$ cat src/rtl/uart_transmitter.sv
// 8N1 UART transmitter: accepts a byte on a ready/valid handshake and shifts it
// out LSB first, start bit low and stop bit high, with every bit held N clocks.
module uart_transmitter #(
  parameter int CLOCK_FREQ = 50_000_000,
  parameter int BAUD_RATE  = 115_200
) (
  input  logic       clk,
  input  logic       rst,
  input  logic [7:0] data_in,
  input  logic       data_in_valid,
  output logic       data_in_ready,
  output logic       serial_out,
  output logic       tx_busy
);

  localparam int SYMBOL_EDGE_TIME    = CLOCK_FREQ / BAUD_RATE;
  localparam int CLOCK_COUNTER_WIDTH = $clog2(SYMBOL_EDGE_TIME);
  localparam logic [CLOCK_COUNTER_WIDTH-1:0] LAST_CYCLE =
    CLOCK_COUNTER_WIDTH'(SYMBOL_EDGE_TIME - 1);
  localparam logic [3:0] STOP_BIT = 4'd9;

  typedef enum logic {
    IDLE,
    SHIFT
  } state_e;

  state_e                         state_q, state_d;
  logic [9:0]                     shift_q, shift_d;
  logic [3:0]                     bit_idx_q, bit_idx_d;
  logic [CLOCK_COUNTER_WIDTH-1:0] cycle_cnt_q, cycle_cnt_d;
  logic                           serial_q, serial_d;

  // NOTE: every variable gets its default before the case statement, so no
  // path through the block leaves one unassigned and no latch is inferred.
  always_comb begin
    state_d     = state_q;
    shift_d     = shift_q;
    bit_idx_d   = bit_idx_q;
    cycle_cnt_d = cycle_cnt_q;

    case (state_q)
      IDLE: begin
        if (data_in_valid) begin
          state_d     = SHIFT;
          shift_d     = {1'b1, data_in, 1'b0};
          bit_idx_d   = 4'd0;
          cycle_cnt_d = '0;
        end
      end
      SHIFT: begin
        if (cycle_cnt_q == LAST_CYCLE) begin
          cycle_cnt_d = '0;
          shift_d     = {1'b1, shift_q[9:1]};
          bit_idx_d   = bit_idx_q + 4'd1;
          if (bit_idx_q == STOP_BIT) begin
            state_d   = IDLE;
            bit_idx_d = 4'd0;
          end
        end else begin
          cycle_cnt_d = cycle_cnt_q + 1'b1;
        end
      end
      default: state_d = IDLE;
    endcase

    // The line flop loads the bit it will show next cycle, so the start bit
    // appears exactly one cycle after the handshake edge.
    serial_d = (state_d == SHIFT) ? shift_d[0] : 1'b1;
  end

  // NOTE: sequential state uses non-blocking assignments so every flop samples
  // the pre-edge values, independent of statement order.
  always_ff @(posedge clk) begin
    if (rst) begin
      state_q     <= IDLE;
      shift_q     <= '0;
      bit_idx_q   <= 4'd0;
      cycle_cnt_q <= '0;
      serial_q    <= 1'b1;
    end else begin
      state_q     <= state_d;
      shift_q     <= shift_d;
      bit_idx_q   <= bit_idx_d;
      cycle_cnt_q <= cycle_cnt_d;
      serial_q    <= serial_d;
    end
  end

  assign data_in_ready = (state_q == IDLE);
  assign tx_busy       = (state_q == SHIFT);
  assign serial_out    = serial_q;

endmodule
$ cat config.mk
export PLATFORM = sky130hd
export DESIGN_NAME = uart_transmitter
export DESIGN_NICKNAME = d
export VERILOG_FILES = /design/src/rtl/uart_transmitter.sv
export SDC_FILE = /design/constraint.sdc
export NUM_CORES = 1
export LEC_CHECK = 0
export CORE_MARGIN = 2
export CORE_UTILIZATION = 50
export DETAILED_ROUTE_END_ITERATION = 7
export PLACE_DENSITY = 0.77
export SETUP_SLACK_MARGIN = 0.4
export SYNTH_ARGS = -nofsm -noshare
export SYNTH_HDL_FRONTEND = slang
export SYNTH_SLANG_ARGS = --single-unit
$ cat constraint.sdc
create_clock -name clk -period 4.59 [get_ports clk]
set_input_delay 0.918 -clock clk [delete_from_list [all_inputs] [get_ports clk]]
set_output_delay 0.918 -clock clk [all_outputs]
set_load 0.005 [all_outputs]
## Word-level counts from Yosys, hierarchy flattened

Cells that the tools add are included.

| storage, ports and cells | value |
|---|---|
| memories | 0 |
| latch bits | 0 |
| word-level logic and storage cells | 30 |
| bits in registers | 25 |
| input port bits | 11 |
| bits in read-only memories | 0 |
| output and inout bits | 3 |
| bits in writable memories | 0 |

| cells by class | value |
|---|---|
| $mul | 0 |
| divide/modulo/power cells | 0 |
| bitwise gates (word level) | 2 |
| shift operators | 0 |
| reduce and logical (&&, ||, !) cells | 2 |
| mux-type cells | 14 |
| $lt $le $gt $ge | 0 |
| add/subtract/negate cells | 2 |
| eq/ne operators | 4 |

Operator list:

| cell | count |
|---|---|
| 10-bit 2-to-1 mux | 2 |
| 10-bit case mux with 2 select lines | 1 |
| 9-bit 2-to-1 mux | 2 |
| 9-bit case mux with 2 select lines | 1 |
| 4-bit 2-to-1 mux | 3 |
| 9-bit by 1-bit adder with 9-bit output (second input constant) | 1 |
| 9-bit equality test (second input constant) | 1 |
| 4-bit case mux with 2 select lines | 1 |
| 4-bit by 1-bit adder with 4-bit output (second input constant) | 1 |
| 4-bit equality test (second input constant) | 1 |
| 1-bit 2-to-1 mux | 3 |
| 2-bit by 1-bit != test with 1-bit output (second input constant) | 1 |
| 2-bit != test (second input constant) | 1 |
| 1-bit NOT | 2 |
| 1-bit case mux with 2 select lines | 1 |
| 2-bit AND reduction | 1 |
| 2-bit OR reduction | 1 |

## Logic depth before layout (Yosys ltp)

| depth | value |
|---|---|
| depth after elaboration | 6 |
| gate-level depth with buffers | 8 |
| depth with buffers taken out | 6 |

## Worst setup path after synthesis

No wires, ideal clock.

| timing path | value |
|---|---|
| kind | input port to flip-flop |
| start | in data_in_valid |
| end | reg shift_q[5] |
| slack | 2.759 ns |
| arrival time | 1.760 ns |
| library setup time | 0.071 ns |
| stages on the path | 6 |
| required time | 4.519 ns |
| buffers on the path | 2 |
| cells stage by stage | nor2b_1 clkbuf_1 a31oi_1 buf_2 nand2_1 a21oi_1 |

| on the way | value |
|---|---|
| word-level cells in the longest chain between the ends | 2 |

RTL lines:

| item | RTL line | source |
|---|---|---|
| from (decl) | 10 | `input logic data_in_valid,` |
| 2-bit != test (no line) | -- |  |
| 2-bit AND reduction (no line) | -- |  |
| to (signal assigned) | 82 | `shift_q <= shift_d;` |
| to (decl) | 28 | `logic [9:0] shift_q, shift_d;` |

Every way passes these cells.
A chain may end at the register's enable or synchronous reset.

==> impl_metrics.yaml <==
yosys:
  synth.net_count: 154
  syn_avg_cell_area_um2: 8.44
  synthDominantCellAreaShare: 0.426
  synth_edf_count: 0
  synth_seq_cells: 25
  ys.flop_type: "dfxtp_1"
  syn-instance-count: 139
  syn_area_mm2: 0.00117
  yosysTopAreaCell: "dfxtp_1"
  synth_common_cells: "25 x dfxtp_1, 19 x a21oi_1, 18 x nand2_1, 8 x a22oi_1, 8 x nor2_1"
  yosysSeqAreaShare: 0.426
  synth.area.top_cells: "dfxtp_1 43%, a21oi_1 8.1%, nand2_1 5.8%"
  synth.most_common_cell: "dfxtp_1"
  ys_async_sr_fraction: 0
  synth_cell_type_count: 34
  ys.warnings.count: 0
worst_setup_path:
  crit_chain: "clkdlybuf4s50_1 > nor2b_1 > a21boi_1 > o21ai_0 > a31oi_1"
  end_kind: "flop"
  crit_fanout: 21
  cp.required_ns: 4.83
  cpPeakStageDelay_ns: 0.79
  startpoint_type: "input pin"
  crit_slowest_cell: "clkdlybuf4s50_1"
  critPathKind: "input pin to flop"
  cp.arrival_ns: 2.93
run_status:
  status: "finished, final reports clean"
clock_network:
  clk_pin_slew_worst_paths_ns: 0.14
  clkLatencyLatePin_ns: 0.32
  cts_buffers: 3
  tritoncts: "yes"
  cts_sinks: 25
  h-tree-depth: 1
  cts.hold.buffers_added: 0
  postCtsSetupBuffers: 0
  cts_resized: 0
  clock_path_buffers: 2
  cts_root_buf: "clkbuf_4"
timing:
  setup_viol: 0
  fin_tns_setup_ns: 0
  max_freq_ghz: 0.372
  period_share: 0.585
  rsz0062_at_grt: "false"
  final.min_clock_period_ns: 2.69
  finClkSkew_ns: 0.0132
  hold_viol: 0
  worst_pin_slew_ns: 0.895
  layout_setup_ws_ns: 1.90
  drv_slew: 0
  relSlewSlack: 0.401
layout:
  syn_to_final_growth_pct: 13.6
  fin_area_mm2: 0.00133
  nNetsFinal: 165
  fin_cells: 177
  n_antenna_cell: 0
  drive_gt1_frac: 0.0604
detailed_routing:
  wl_per_cell_um: 13.0
  wl_mm: 2.29
  drt_iter0_markers: 19
  ant_nets: 0
  viasPerCell: 5.85
  drc_errors: 0
  dr.pass1.iters: 4
  vias: 1036
floorplan:
  initial_core_util: 0.531
  rows: 17
  ios: 14
  core_mm2: 0.00221
  die_w_um: 52.5
  die_area_mm2: 0.00275
  die_h_um: 52.5
pwr:
  fin_total_pwr_uw: 367
  p_per_area_mw_per_mm2: 275
  ir_worst_vdd_mv: 0.185
  leakagePower_uw: 0.000452
run:
  max_cap_violations: 0
placement:
  port_buffers: 13
  placed_cells: 173
  dp_hpwl_mm: 1.64
  postPlaceCellArea_mm2: 0.00131
  place_ws_ns: 1.62
  gp_congestion: 0.819
min_path:
  hp-class: "flop to flop"
global_route:
  grt_max_degree: 22
  antenna_found_initial: 0
  grt_remaining_overflow: 0
  grt_usage: 0.192
  grt_pass1_wl_mm: 3.91
  first_global_vias: 918
layer usage:
layer,share of wire,track usage,up-vias
li1,-,-,520
met5,0,0,-
met3,0.037,0.0343,4
met4,0.017,0.0897,0
met1,0.50,0.266,489
met2,0.44,0.288,23
sequential cells by signal, summed over array words and instances (netlist names):
name	cells
serial_out	1
cycle_cnt_q	9
bit_idx_q	4
shift_q	10
tx_busy	1
per-stage QoR:
step / hold slack [ns] / util
final: 0.472 / 0.603
after global routing: 0.490 / 0.603
after CTS: 0.470 / 0.603
after detailed placement: 0.451 / 0.590
after global placement: 0.446 / 0.590
after floorplan: 0.425 / -
cells in the final DEF, fill, tap and decap left out, drive strengths merged, types with 2 or more instances in the layout:
cell type,count
nor2,8
inv,6
a31oi,6
or3,3
a22oi,8
a21oi,20
xnor2,2
ha,4
nor2b,2
nand2b,2
a211o,2
a41oi,2
a21boi,2
and3,2
clkdlybuf4s50,13
nand2,18
o21ai,3
clkbuf,3
nor3,3
dfxtp,25
nand3,7
cell type report:
cell class / count / area [um2]
fillers: 203 / 878
multi-input cells: 101 / 618
flip-flops and latches: 25 / 500
repair buffers: 13 / 130
well taps: 28 / 35.0
clock buffers: 3 / 22.5
inverters: 6 / 22.5
clock inverters: 1 / 5.00
final timing paths:
kind                                     start              to  slack, ns  cells past startpoint
worst min-delay path                shift_q[5]      shift_q[5]       0.47                      2
worst max register to register  cycle_cnt_q[1]    bit_idx_q[3]       2.55                      6
worst min register to register      shift_q[5]      shift_q[5]       0.47                      2
worst max-delay path                       rst  cycle_cnt_q[5]       1.90                      5
worst max-delay path, delay by kind of cell:
| kind | cells | cell delay [ns] |
|---|---|---|
| compound gates | 3 | 0.87 |
| buf+inv | 1 | 0.79 |
| simple gates | 1 | 0.36 |
power breakdown:
part | total, uW | internal, uW | switching (uW)
clock network | 95.9 | 32.6 | 63.3
registers | 232 | 225 | 7.33
logic | 38.9 | 20.1 | 18.8
total | 367 | 277 | 89.4
logic make-up (layout without fill, tap and decap cells):
group / after synthesis / count (layout) / synth area share
compound gates: 46 / 46 / 0.252
simple gates: 49 / 49 / 0.217
fa+ha+maj: 4 / 4 / 0.0426
xor+xnor: 2 / 2 / 0.0149
flops: 25 / 25 / 0.426
buf+inv: 13 / 23 / 0.0469
Power figures use the tool's default switching activity.
